--- config.mk ---
export PLATFORM = sky130hd
export DESIGN_NAME = mult_div_unit_flat
export DESIGN_NICKNAME = d
export VERILOG_FILES = /design/src/rtl/mult_div_pkg.sv /design/src/rtl/mult_div_if.sv /design/src/rtl/mult_div_unit.sv /design/src/flat_wrapper.sv
export SDC_FILE = /design/constraint.sdc
export NUM_CORES = 1
export LEC_CHECK = 0
export BUFFER_PORTS_ARGS = -buffer_cell sky130_fd_sc_hd__buf_2
export CORE_MARGIN = 2
export CORE_UTILIZATION = 35
export CTS_CLUSTER_DIAMETER = 60
export DETAILED_ROUTE_END_ITERATION = 10
export GPL_ROUTABILITY_DRIVEN = 1
export PLACE_DENSITY_LB_ADDON = 0.12
export RECOVER_POWER = 25
export REMOVE_ABC_BUFFERS = 1
export SLEW_MARGIN = 20
export SYNTH_ARGS = -nofsm -noshare
export SYNTH_HDL_FRONTEND = slang
export SYNTH_SLANG_ARGS = --single-unit
--- constraint.sdc ---
create_clock -name clk -period 12.1 [get_ports clk]
set_input_delay 1.21 -clock clk [delete_from_list [all_inputs] [get_ports clk]]
set_output_delay 1.21 -clock clk [all_outputs]
set_load 0.01 [all_outputs]
--- src/rtl/mult_div_pkg.sv ---
// Shared types, constants and helpers for the multi-cycle signed multiply/divide unit.
package mult_div_pkg;

    localparam int WIDTH      = 32;
    localparam int ITER_COUNT = WIDTH;
    localparam int CNT_W      = $clog2(ITER_COUNT);

    localparam logic OP_MULT = 1'b0;
    localparam logic OP_DIV  = 1'b1;

    typedef enum logic [2:0] {
        IDLE,
        MULT_RUN,
        DIV_RUN,
        DIV_FIX,
        FINISH
    } state_t;

    // The most negative value maps onto itself, which read unsigned is exactly its magnitude.
    function automatic logic [WIDTH-1:0] magnitude(input logic [WIDTH-1:0] v);
        return v[WIDTH-1] ? -v : v;
    endfunction

endpackage

--- src/rtl/mult_div_if.sv ---
// Request/response bundle between the MIPS control unit (master) and the multiply/divide unit (slave).
interface mult_div_if;
    import mult_div_pkg::*;

    logic             start;
    logic             op;
    logic [WIDTH-1:0] a_in;
    logic [WIDTH-1:0] b_in;
    logic [WIDTH-1:0] hi;
    logic [WIDTH-1:0] lo;
    logic             busy;
    logic             done;
    logic             div0;

    modport master (
        output start, op, a_in, b_in,
        input  hi, lo, busy, done, div0
    );

    modport slave (
        input  start, op, a_in, b_in,
        output hi, lo, busy, done, div0
    );

endinterface

--- src/rtl/mult_div_unit.sv ---
// Signed MULT/DIV responder: radix-2 Booth multiply and restoring divide on magnitudes, one bit per clock.
// Define MULT_DIV_DIV0_TRAP_EN to reject DIV by zero with a div0 strobe instead of running it.
module mult_div_unit
    import mult_div_pkg::*;
(
    input  logic      clk,
    input  logic      reset,
    mult_div_if.slave bus
);

    state_t             r_state, w_stateNext;
    logic [CNT_W-1:0]   r_count, w_countNext;
    logic [WIDTH-1:0]   r_a, w_aNext;
    logic [WIDTH-1:0]   r_b, w_bNext;
    logic [2*WIDTH:0]   r_acc, w_accNext;
    logic [WIDTH-1:0]   r_hi, w_hiNext;
    logic [WIDTH-1:0]   r_lo, w_loNext;
    logic               r_busy, w_busyNext;
    logic               r_done, w_doneNext;
    logic               w_accept;
`ifdef MULT_DIV_DIV0_TRAP_EN
    logic               r_div0, w_div0Next;
    logic               w_isDiv0;
`endif

    logic [WIDTH-1:0]   w_pHi;
    logic [WIDTH-1:0]   w_pLo;
    logic               w_qm1;
    logic [WIDTH:0]     w_boothSum;
    logic [WIDTH:0]     w_shRem;
    logic [WIDTH:0]     w_diff;
    logic               w_borrow;
    logic               w_lastIter;

    // The accumulator is {P_hi, P_lo, q-1} for MULT and {remainder, quotient, unused} for DIV.
    assign w_pHi      = r_acc[2*WIDTH:WIDTH+1];
    assign w_pLo      = r_acc[WIDTH:1];
    assign w_qm1      = r_acc[0];
    assign w_lastIter = (r_count == CNT_W'(ITER_COUNT - 1));

    // Booth add/subtract is done one bit wider so that a = most-negative cannot overflow P_hi.
    always_comb begin
        w_boothSum = {w_pHi[WIDTH-1], w_pHi};
        case ({w_pLo[0], w_qm1})
            2'b01:   w_boothSum = {w_pHi[WIDTH-1], w_pHi} + {r_a[WIDTH-1], r_a};
            2'b10:   w_boothSum = {w_pHi[WIDTH-1], w_pHi} - {r_a[WIDTH-1], r_a};
            default: w_boothSum = {w_pHi[WIDTH-1], w_pHi};
        endcase
    end

    assign w_shRem  = {w_pHi, w_pLo[WIDTH-1]};
    assign w_diff   = w_shRem - {1'b0, magnitude(r_b)};
    assign w_borrow = w_diff[WIDTH];

    always_comb begin
        w_stateNext = r_state;
        w_countNext = r_count;
        w_aNext     = r_a;
        w_bNext     = r_b;
        w_accNext   = r_acc;
        w_hiNext    = r_hi;
        w_loNext    = r_lo;
        w_busyNext  = r_busy;
        w_doneNext  = 1'b0;
        w_accept    = 1'b0;
`ifdef MULT_DIV_DIV0_TRAP_EN
        w_div0Next  = 1'b0;
        w_isDiv0    = bus.start && (bus.op == OP_DIV) && (bus.b_in == '0);
`endif

        case (r_state)
            IDLE, FINISH: begin
                if (r_state == FINISH) begin
                    w_hiNext    = w_pHi;
                    w_loNext    = w_pLo;
                    w_doneNext  = 1'b1;
                    w_busyNext  = 1'b0;
                    w_stateNext = IDLE;
                end
`ifdef MULT_DIV_DIV0_TRAP_EN
                w_accept   = bus.start && !w_isDiv0;
                w_div0Next = w_isDiv0;
`else
                w_accept   = bus.start;
`endif
                // A request accepted in FINISH overlaps the done strobe for back-to-back issue.
                if (w_accept) begin
                    w_aNext     = bus.a_in;
                    w_bNext     = bus.b_in;
                    w_countNext = '0;
                    w_busyNext  = 1'b1;
                    case (bus.op)
                        OP_MULT: begin
                            w_accNext   = {{WIDTH{1'b0}}, bus.b_in, 1'b0};
                            w_stateNext = MULT_RUN;
                        end
                        OP_DIV: begin
                            w_accNext   = {{WIDTH{1'b0}}, magnitude(bus.a_in), 1'b0};
                            w_stateNext = DIV_RUN;
                        end
                        default: w_stateNext = IDLE;
                    endcase
                end
            end

            MULT_RUN: begin
                w_accNext   = {w_boothSum, w_pLo[WIDTH-1:1], w_pLo[0]};
                w_countNext = r_count + CNT_W'(1);
                if (w_lastIter) begin
                    w_stateNext = FINISH;
                end
            end

            DIV_RUN: begin
                w_accNext   = w_borrow ? {w_shRem[WIDTH-1:0], w_pLo[WIDTH-2:0], 1'b0, 1'b0}
                                       : {w_diff[WIDTH-1:0],  w_pLo[WIDTH-2:0], 1'b1, 1'b0};
                w_countNext = r_count + CNT_W'(1);
                if (w_lastIter) begin
                    w_stateNext = DIV_FIX;
                end
            end

            // Remainder follows the dividend's sign, quotient the XOR of both: truncation toward zero.
            DIV_FIX: begin
                w_accNext   = {(r_a[WIDTH-1] ? -w_pHi : w_pHi),
                               ((r_a[WIDTH-1] ^ r_b[WIDTH-1]) ? -w_pLo : w_pLo),
                               1'b0};
                w_stateNext = FINISH;
            end

            default: w_stateNext = IDLE;
        endcase
    end

    always_ff @(posedge clk) begin
        if (reset) begin
            r_state <= IDLE;
            r_count <= '0;
            r_a     <= '0;
            r_b     <= '0;
            r_acc   <= '0;
            r_hi    <= '0;
            r_lo    <= '0;
            r_busy  <= 1'b0;
            r_done  <= 1'b0;
`ifdef MULT_DIV_DIV0_TRAP_EN
            r_div0  <= 1'b0;
`endif
        end else begin
            r_state <= w_stateNext;
            r_count <= w_countNext;
            r_a     <= w_aNext;
            r_b     <= w_bNext;
            r_acc   <= w_accNext;
            r_hi    <= w_hiNext;
            r_lo    <= w_loNext;
            r_busy  <= w_busyNext;
            r_done  <= w_doneNext;
`ifdef MULT_DIV_DIV0_TRAP_EN
            r_div0  <= w_div0Next;
`endif
        end
    end

    assign bus.hi   = r_hi;
    assign bus.lo   = r_lo;
    assign bus.busy = r_busy;
    assign bus.done = r_done;
`ifdef MULT_DIV_DIV0_TRAP_EN
    assign bus.div0 = r_div0;
`else
    assign bus.div0 = 1'b0;
`endif

endmodule

--- src/flat_wrapper.sv ---
// flat-port wrapper written by rule: the top's interface ports become plain ports
module mult_div_unit_flat import mult_div_pkg::*;
  (clk, reset, bus_start, bus_op, bus_a_in, bus_b_in, bus_hi, bus_lo, bus_busy, bus_done, bus_div0);
  mult_div_if bus_i ();
  input  logic clk;
  input  logic reset;
  input wire logic [$bits(bus_i.start)-1:0] bus_start;
  input wire logic [$bits(bus_i.op)-1:0] bus_op;
  input wire logic [$bits(bus_i.a_in)-1:0] bus_a_in;
  input wire logic [$bits(bus_i.b_in)-1:0] bus_b_in;
  output wire logic [$bits(bus_i.hi)-1:0] bus_hi;
  output wire logic [$bits(bus_i.lo)-1:0] bus_lo;
  output wire logic [$bits(bus_i.busy)-1:0] bus_busy;
  output wire logic [$bits(bus_i.done)-1:0] bus_done;
  output wire logic [$bits(bus_i.div0)-1:0] bus_div0;
  assign bus_i.start = bus_start;
  assign bus_i.op = bus_op;
  assign bus_i.a_in = bus_a_in;
  assign bus_i.b_in = bus_b_in;
  assign bus_hi = bus_i.hi;
  assign bus_lo = bus_i.lo;
  assign bus_busy = bus_i.busy;
  assign bus_done = bus_i.done;
  assign bus_div0 = bus_i.div0;
  mult_div_unit u_core (.clk(clk), .reset(reset), .bus(bus_i));
endmodule
==> flow_summary.toml <==
[run_status]
outcome = "complete, no violations"

[yosys]
yosys.area.top_type = "dfxtp_1"
synth_top_area_share_pct = 25.54
synth.distinct_cells = 79
synth_area_leaders = "dfxtp_1 (26%), nand2_1 (9.4%), a21oi_1 (9.0%), ha_1 (5.7%), xor2_1 (5.3%)"
syn_area_per_cell_um2 = 7.071
ys_warn_count = 0
syn_inst = 2250
synth_edf_count = 0
yosys_most_used_dff = "dfxtp_1"
ys_async_sr_fraction_pct = 0
ys_seq_area_share_pct = 25.54
yosys_register_bits = 203
synth_area_um2 = 15910

[floorplanning]
fp.dieH_um = 217.2
std_cell_rows = 78
dieArea_um2 = 47180
core-area_um2 = 45090
initial_utilization_pct = 35.29
die_width_um = 217.2
num_io_pins = 135

[final_layout]
multi_input_area_um2 = 11030
area_growth_pct = 12.27
fin_cells = 2891
area.sequential_um2 = 4064
layout_common_cells = "nand2_1 (395), a21oi_1 (285), dfxtp_1 (203)"
fillers = 4883
final_common_cell = "nand2_1"
fin_nets = 2410
drive_above_1_share_pct = 9.738

[sta]
fin_ws_ns = 5.478
maxSlewViolCount = 0
final.min_clock_period_ns = 6.622
tightest_slew_ns = 0.9508
max_slew_margin_pct = 36.62
rsz0062_at_grt = "no"
final.setup.tns_ns = 0
fin_skew_ns = 0.01452
finalSetupViolations = 0
maxClockFrequency_ghz = 0.1510
period_share_pct = 54.73
hold_viol_final = 0

[cts]
cts_root_buffer = "clkbuf_16"
cts-resized-gates = 0
path_clk_slew_ns = 0.06
cts_buffers = 31
cts_setup_buffers = 0
cts.sinks = 203
tritoncts = "built"
ctsHoldBuffers = 0
cts_max_level = 1
cts_max_path_buffers = 3
insertion_delay_ns = 0.58

[detailed_routing]
drc = 0
vias = 16160
drt_iter0_markers = 1077
wl_per_cell_um = 19.89
firstDrtPassIters = 6
ant_nets = 0
vias_per_cell = 5.589
drt_wl_total_mm = 57.51

[run]
maxCapViolCount = 0

[global_routing]
grt_antenna_before_repair = 2
grt_pass1_vias = 15450
grt_pass1_wl_mm = 89.33
grt_start_max_net_pins = 75
grtUsageTotal_pct = 23.75
gr-total-overflow = 0

[min_path]
hold_path_depth = 2
hp-class = "reg2reg"
hold_start = "u_core.bus.hi[19]"
hold-path-endpoint = "u_core.bus.hi[19]"

[placement]
hpwl_mm = 42.18
io_buffers = 133
post-place-ws_ns = 5.489
dp.cells = 2834
place.gp.congestion = 0.8531

[worst_setup_path]
crit_required_ns = 12.52
critPathMaxFanout = 37
critPathLaunch = "u_core.r_b[2]"
rr_worst_depth = 19
arrival_ns = 7.04
crit_type = "reg2reg"
end_kind = "flop"
r2r_end = "u_core.r_acc[44]"
r2r_slack_ns = 5.48
critPathLaunchType = "flop"
r2r-start = "u_core.r_b[2]"

[pwr]
leakagePower_nw = 6.891
ir_worst_vdd_mv = 0.1188
power_density_nw_per_um2 = 153.7
how the worst max path moves through the flow:
| stage | to | slack (ns) | depth (start not counted) |
|---|---|---|---|
| floorplan | u_core.r_acc[44] | 5.98 | 18 |
| global placement | u_core.r_acc[44] | 5.55 | 19 |
| detailed placement | u_core.r_acc[44] | 5.49 | 19 |
| CTS | u_core.r_acc[44] | 5.44 | 19 |
| global route | u_core.r_acc[44] | 4.98 | 19 |
| finish | u_core.r_acc[44] | 5.48 | 19 |
cell families after synthesis:
family                     after synthesis  share of synthesized area, %
buffers and inverters                  218                         5.277
and+or+nand+nor                        875                         24.83
AOI/OAI and AO/OA                      668                         26.33
muxes                                   36                         2.430
xor gates and xnor gates               174                         9.578
adders and majority gates               75                         5.992
other                                    1                       0.02357
DFF                                    203                         25.54
metrics by stage:
step           power, W  hold WS (ns)  utilization (%)  instance area (um^2)
6_report       0.002745        0.4504            39.62                 17860
3_5_place_dp   0.001831        0.4435            37.45                 16890
3_3_place_gp   0.001832        0.4402            37.45                 16890
5_1_grt        0.002910        0.4684            39.61                 17860
2_1_floorplan  0.001511        0.4236                -                 15220
4_1_cts        0.002760        0.4511            39.75                 17920
synth_stat cells (11+ instances only):
cell and instances:
nand2b_1 20, dfxtp_1 203, a222oi_1 13, o31ai_1 24, nor4_1 20, mux2i_1 15
clkbuf_1 159, nand2_1 397, or3_1 15, a31oi_1 17, ha_1 73, o21ai_0 116
o211ai_1 21, a211oi_1 14, nand4_1 18, mux2_2 21, xor2_1 97, o41ai_1 11
o21a_1 12, and2_1 12, nand3_1 32, nor3_1 77, a221oi_1 35, or4_1 21
a21o_1 30, nor2b_1 12, inv_1 40, a21oi_1 285, xnor2_1 77, nor2_1 202
report_power, final:
part           internal (W)  switching, W  total (W)  leakage (nW)
clock              0.000558      0.000356   0.000915         0.505
sequential         0.000709     0.0000828   0.000792          1.66
combinational      0.000403      0.000636    0.00104          4.73
total               0.00167       0.00107    0.00275          6.89
registers in the layout, indices dropped and copies added (netlist names):
register / flops
u_core.r_a: 32
u_core.bus.hi: 32
u_core.r_state: 3
u_core.bus.done: 1
u_core.r_b: 32
u_core.r_acc: 65
u_core.bus.lo: 32
u_core.bus.busy: 1
u_core.r_count: 5
worst max-delay path: stages (launching register included):
cell and delay (ns):
dfxtp_1 0.36, nor4_2 0.42, nand3_1 0.16, or4_1 0.50, or3_1 0.39, or3_1 0.40
or4_1 0.48, o41ai_1 0.32, xor2_1 0.19, ha_1 0.34, a21o_1 0.24, a2111oi_0 0.43
o21ai_0 0.24, a221o_1 0.39, o211ai_1 0.09, a211o_1 0.19, buf_4 0.48, mux2_2 0.40
a221oi_1 0.28, a211oi_1 0.11
routing by layer:
metal	vias to the layer above	GRT usage (%)	routed length (um)
met2	352	38.56	26080
met5	-	0	0
met1	7671	34.00	28130
li1	8083	-	-
met3	53	2.739	2654
met4	0	4.315	643
layout make-up:
cell class	count	area share [%]
tap	600	4.203
sequential	203	22.75
inverter	41	0.8616
multi-input combinational	1829	61.76
timing repair buffer	161	4.609
antenna	1	0.01401
clock inverter	17	1.065
clock buffer	39	4.735
Power figures use the tool's default switching activity.
